`src/rtl/micro_sequencer.sv`:
```
// micro_sequencer: next-microaddress generator for a microprogrammed controller.
// Selects the next microstate from dispatch, fetch, jump, increment, conditional
// branch/dispatch, call and return; keeps a small return stack and forces a
// fault state after too many consecutive self-loop cycles.
// Ports:
//   clk, reset         rising-edge clock, synchronous active-high reset
//   hold               freeze all state (no push/pop, counter kept)
//   current_state      microstate currently presented by the microstore
//   n_sel, cr_field    next-address select and target field of the control word
//   cond_sel, inv      condition select (moc, cond_in, 1, 0) and inversion
//   moc, cond_in       condition sources
//   dispatch_addr      opcode dispatch target
//   next_state         registered next microstate address
//   stack_level        number of valid return-stack entries
//   stack_ovf/unf      sticky stack overflow / underflow flags
//   timeout            sticky self-loop timeout flag
module micro_sequencer #(
   parameter int unsigned AW          = 10,
   parameter int unsigned STACK_DEPTH = 4,
   parameter int unsigned TIMEOUT     = 255,
   parameter int unsigned FAULT_STATE = 0
) (
   input  logic          clk,
   input  logic          reset,
   input  logic          hold,
   input  logic [AW-1:0] current_state,
   input  logic [2:0]    n_sel,
   input  logic [AW-1:0] cr_field,
   input  logic [1:0]    cond_sel,
   input  logic          inv,
   input  logic          moc,
   input  logic          cond_in,
   input  logic [AW-1:0] dispatch_addr,
   output logic [AW-1:0] next_state,
   output logic [2:0]    stack_level,
   output logic          stack_ovf,
   output logic          stack_unf,
   output logic          timeout
);

   localparam int unsigned SW = (STACK_DEPTH > 1) ? $clog2(STACK_DEPTH) : 1;
   localparam int unsigned CW = (TIMEOUT > 1) ? $clog2(TIMEOUT + 1) : 1;

   logic [AW-1:0] stack_mem [STACK_DEPTH];
   logic [CW-1:0] wait_cnt;

   logic          cond_raw;
   logic          cond;
   logic [AW-1:0] inc;
   logic [AW-1:0] nxt;
   logic [AW-1:0] top;
   logic          push;
   logic          pop;
   logic          full;
   logic          empty;
   logic          self_loop;
   logic          fault;

   // Next-address selection and stack/timeout decisions
   always_comb begin
      cond_raw = 1'b0;
      nxt      = '0;
      push     = 1'b0;
      pop      = 1'b0;

      unique case (cond_sel)
         2'd0:    cond_raw = moc;
         2'd1:    cond_raw = cond_in;
         2'd2:    cond_raw = 1'b1;
         default: cond_raw = 1'b0;
      endcase
      cond = cond_raw ^ inv;

      inc   = current_state + AW'(1);
      full  = (stack_level == 3'(STACK_DEPTH));
      empty = (stack_level == 3'd0);
      // Index wraps when empty; the value is never used in that case.
      top   = stack_mem[SW'(stack_level - 3'd1)];

      unique case (n_sel)
         3'd0: nxt = dispatch_addr;
         3'd1: nxt = '0;
         3'd2: nxt = cr_field;
         3'd3: nxt = inc;
         3'd4: nxt = cond ? cr_field : inc;
         3'd5: nxt = cond ? cr_field : dispatch_addr;
         3'd6: begin
            nxt  = cr_field;
            push = 1'b1;
         end
         default: begin
            nxt = empty ? '0 : top;
            pop = 1'b1;
         end
      endcase

      // Fault fires on the TIMEOUT-th consecutive self-loop cycle
      self_loop = (nxt == current_state);
      fault     = self_loop && (wait_cnt == CW'(TIMEOUT - 1));
   end

   // State, stack and sticky-flag registers
   always_ff @(posedge clk) begin
      if (reset) begin
         next_state  <= '0;
         stack_level <= '0;
         wait_cnt    <= '0;
         stack_ovf   <= 1'b0;
         stack_unf   <= 1'b0;
         timeout     <= 1'b0;
         for (int i = 0; i < int'(STACK_DEPTH); i++) stack_mem[i] <= '0;
      end else if (!hold) begin
         if (fault) begin
            next_state <= AW'(FAULT_STATE);
            timeout    <= 1'b1;
            wait_cnt   <= '0;
         end else begin
            next_state <= nxt;
            wait_cnt   <= self_loop ? wait_cnt + CW'(1) : '0;
            if (push) begin
               if (full) begin
                  stack_ovf <= 1'b1;
               end else begin
                  stack_mem[SW'(stack_level)] <= inc;
                  stack_level <= stack_level + 3'd1;
               end
            end
            if (pop) begin
               if (empty) stack_unf <= 1'b1;
               else       stack_level <= stack_level - 3'd1;
            end
         end
      end
   end

endmodule

```
`config.mk`:
```
export PLATFORM = sky130hd
export DESIGN_NAME = micro_sequencer
export DESIGN_NICKNAME = d
export VERILOG_FILES = /design/src/rtl/micro_sequencer.sv
export SDC_FILE = /design/constraint.sdc
export NUM_CORES = 1
export LEC_CHECK = 0
export CORE_UTILIZATION = 40
export CTS_BUF_LIST = sky130_fd_sc_hd__clkbuf_8
export DETAILED_ROUTE_END_ITERATION = 16
export SETUP_SLACK_MARGIN = 0.2
export SLEW_MARGIN = 15
export SYNTH_ARGS = -nofsm -noshare
export SYNTH_HDL_FRONTEND = slang
export SYNTH_SLANG_ARGS = --single-unit
```
`constraint.sdc`:
```
create_clock -name clk -period 11.2 [get_ports clk]
set_input_delay 1.12 -clock clk [delete_from_list [all_inputs] [get_ports clk]]
set_output_delay 1.12 -clock clk [all_outputs]
set_load 0.05 [all_outputs]
```
; Yosys cells after proc, flatten, opt, wreduce, memory -nomap -nowiden
; Memory sizes are Yosys's and may differ from the RTL's.
; Cells that the tools add are included.
[op_classes]
n_bitwise = 4
n_mux = 24
n_reduce_logical = 11
eq_ne = 11
n_addsub = 4
[op_table]
columns = operator, n
row1 = $pmux W10 S6, 1
row2 = $mux W10, 5
row3 = $mux W8, 2
row4 = $eq A3 B3 Y1 const B, 4
row5 = $mux W3, 4
row6 = $add A10 B1 Y10 const B, 1
row7 = $eq A10 B10 Y1, 1
row8 = $mux W1, 10
row9 = $reduce_or A10 Y1, 1
row10 = $add A8 B1 Y8 const B, 1
row11 = $eq A8 B8 Y1 const B, 1
row12 = $reduce_and A4 Y1, 2
row13 = $reduce_or A7 Y1, 1
row14 = $eq A3 B2 Y1 const B, 2
row15 = $logic_not A3 Y1, 2
row16 = $reduce_and A2 Y1, 2
row17 = $add A3 B1 Y3 const B, 1
row18 = $eq A3 B1 Y1 const B, 1
row19 = $not A1 Y1, 3
row20 = $pmux W1 S3, 1
row21 = $sub A3 B1 Y3 const B, 1
row22 = $eq A2 B1 Y1 const B, 1
row23 = $eq A2 B2 Y1 const B, 1
row24 = $logic_not A2 Y1, 1
row25 = other kinds (4), 4
[totals]
mem_bits_rw = 40
wordCells = 61
in_bits = 41
reg_bits = 24
out_inout_bits = 16
n_memories = 1
[memory_table]
columns = memory, words, word_bits, read_ports, rd_ports_with_merged_regs, write_ports, line_no
row1 = stack_mem, 4, 10, 1, 0, 4, 44  ; logic [AW-1:0] stack_mem [STACK_DEPTH];

; Depth between registers and ports, before layout
[logic_depth]
ltp_word = 13
mapped_depth = 16
mapped_depth_nobuf = 12

; Worst setup path after synthesis
; No wires, ideal clock.
[synth_timing]
path_kind = reg2reg
start = register stack_level[0]
end = memory stack_mem[0][0], enable pin
arrival_ns = 4.677
path_stages_with_launch = 17
required_ns = 10.806
slack_ns = 6.129
period_less_slack_ns = 5.071
n_path_buf = 4
setup_ns = 0.394
path_cell_list = dfxtp_1 buf_6 clkbuf_1 inv_1 ha_1 clkbuf_1 mux4_1 nand3_1 o221ai_1 a311oi_1 a221oi_1 nand3_1 nor3_1 a31oi_1 clkbuf_1 nand3_1 o31ai_1
[synth_lines]
columns = element, line_no
row1 = start: declaration, 35  ; output logic [2:0] stack_level,
row2 = start signal: assignment, 125  ; stack_level <= stack_level + 3'd1;
row3 = start signal: assignment, 130  ; else stack_level <= stack_level - 3'd1;
row4 = end: declaration, 44

==> flow_metrics.tcl <==
set metrics [dict create \
    outcome "complete, no violations" \
    cts-root-buf "clkbuf_8" \
    syn_area_per_cell_um2 9.44 \
    io_pins 57 \
    synth_top_area_cell "edfxtp_1" \
    gp_congestion 0.922 \
    ant_nets 0 \
    grt_max_degree 26 \
    cts_resized 0 \
    die_w_um 101 \
    grt_use_total_pct 23.2 \
    cts_made_buffers 9 \
    place_hpwl_mm 8.36 \
    hold_slack_ns 0.493 \
    max_stage_delay_ns 1.04 \
    cts_sinks 64 \
    rsz0062_at_grt "false" \
    critPathKind "input pin to flip-flop" \
    max-cap-violations 0 \
    reg2reg_slack_ns 5.36 \
    final_layout_size_suffix_gt1_share_pct 6.41 \
    finalHoldViolations 0 \
    period_share_pct 52.7 \
    dieHeight_um 101 \
    clock_latency_ns 0.34 \
    hold_path_class "flip-flop to flip-flop" \
    synth_ff_type "edfxtp_1" \
    power.total_uw 576 \
    cts_tree "yes" \
    routedWlPerCell_um 18.9 \
    required_ns 11.25 \
    synth_common_cells "nor2_1, edfxtp_1, nand2_1" \
    die_area_mm2 0.0103 \
    power_density_mw_per_mm2 120 \
    drt_iter0_markers 147 \
    synth_top_area_share_pct 30.4 \
    syn_area_mm2 0.00395 \
    overflow 0 \
    async_flop_share_pct 0 \
    drt_wl_total_mm 11.3 \
    fin_nets 510 \
    cts_max_level 3 \
    route.vias.total 3471 \
    crit_path_max_fanout 25 \
    row_count 35 \
    ir_drop_mv 0.0970 \
    clk_pin_slew_ns 0.07 \
    core_mm2 0.00942 \
    cts_setup_buffers 0 \
    area_growth_pct 21.3 \
    synth_seq_area_share_pct 42.6 \
    setup_violations 0 \
    path_cells "clkdlybuf4s50_1 > nor2_1 > a41oi_1 > o22ai_1 > a31oi_1 > xor2_1 > and3_1 > a31oi_2 > nand3_1 > o31ai_1 > buf_4" \
    grt_pass1_wl_mm 17.7 \
    antennaDiodeCount 0 \
    ys_types 59 \
    port_buffers 56 \
    slew_viol_final 0 \
    fmax_mhz 169 \
    critPathSlowestCell "clkdlybuf4s50_1" \
    ys_ff_latch 64 \
    synth_edf_count 40 \
    clockBufferDepth 2 \
    finalSetupTns_ns 0 \
    synth.most_common_cell "nor2_1" \
    ys_top_cells_by_area "edfxtp_1, dfxtp_1, nor2_1" \
    min_period_ns 5.90 \
    syn-num-nets 465 \
    cp-end-kind "flip-flop" \
    dr.pass1.iters 4 \
    relSlewSlack_pct 33.7 \
    viasPerCell 5.81 \
    start_util_pct 41.9 \
    power_leakage_uw 0.00173 \
    drc_errors 0 \
    skew_ns 0.00759 \
    cp-start-kind "input pin" \
    antenna_found_initial 0 \
    worst_slew_pin_slew_ns 0.992 \
    syn_inst 418 \
    critPathArrivalTime_ns 5.95 \
    ys_warn_count 0 \
    cts_hold_buf 0 \
    grt_pass1_vias 3433 \
]
power by group:
group / switching, uW / internal (uW) / total [uW]
Combinational: 71.4 / 48.5 / 120
Clock: 90.3 / 100 / 191
Sequential: 6.08 / 259 / 265
layout by cell type, fill, tap and decap left out, drive strengths merged, types with 11 or more instances in the layout:
cell           count
nand3             23
xor2              11
nand2             37
a21oi             11
o21ai             14
a22oi             15
nor2b             12
nor2              54
inv               16
clkdlybuf4s50     56
dfxtp             24
edfxtp            40
area by class of cell:
class / instances / area (um2)
tap: 129 / 161
sequential: 64 / 1680
inverter: 15 / 56.3
fill: 896 / 4630
timing repair buffer: 61 / 598
clock inverter: 7 / 63.8
multi-input combinational: 312 / 2100
clock buffer: 9 / 124
final timing paths:
check / from / end / depth (start not counted)
min: stack_ovf / stack_ovf / 2
max reg2reg: stack_level[0] / stack_mem[3][0] / 13
max: n_sel[0] / stack_mem[3][0] / 11
min reg2reg: stack_ovf / stack_ovf / 2
kinds of logic (layout without fill, tap and decap cells):
| kind of cell | Yosys count | in the layout | synth area share [%] |
|---|---|---|---|
| AND/OR/NAND/NOR | 175 | 175 | 21.4 |
| AO/OA/AOI/OAI | 99 | 99 | 18.4 |
| flip-flops | 64 | 64 | 42.6 |
| buffers and inverters | 42 | 92 | 4.28 |
| XOR/XNOR | 19 | 19 | 4.22 |
| multiplexers | 13 | 13 | 7.20 |
| adder cells (fa/ha/maj) | 6 | 6 | 1.90 |
per-stage QoR:
step	util (%)	setup slack, ns	area [um2]	instances
3_3_place_gp	48.8	5.18	4600	581
2_1_floorplan	-	6.13	3950	418
3_5_place_dp	48.8	5.01	4600	581
5_1_grt	50.8	4.89	4790	597
4_1_cts	50.8	5.31	4790	597
6_report	50.8	5.30	4790	597
metal layers:
metal / global-route usage (%) / vias to the layer above / share of wire (%)
li1: - / 1661 / -
met1: 30.1 / 1660 / 44
met2: 36.7 / 127 / 46
met3: 5.59 / 23 / 6.3
met4: 11.0 / 0 / 3.2
met5: 0 / - / 0
state kept, by name (all words and copies together) (netlist names):
signal,cells
stack_level,3
next_state,10
stack_ovf,1
stack_unf,1
timeout,1
wait_cnt,8
stack_mem,40
critical path, delay by kind of cell:
family,cells,cell delay (ns)
AOI/OAI and AO/OA,5,2.61
and+or+nand+nor,3,0.74
xor gates and xnor gates,1,0.14
buffers and inverters,2,1.32
No activity file was read; power rests on OpenSTA's default activity.
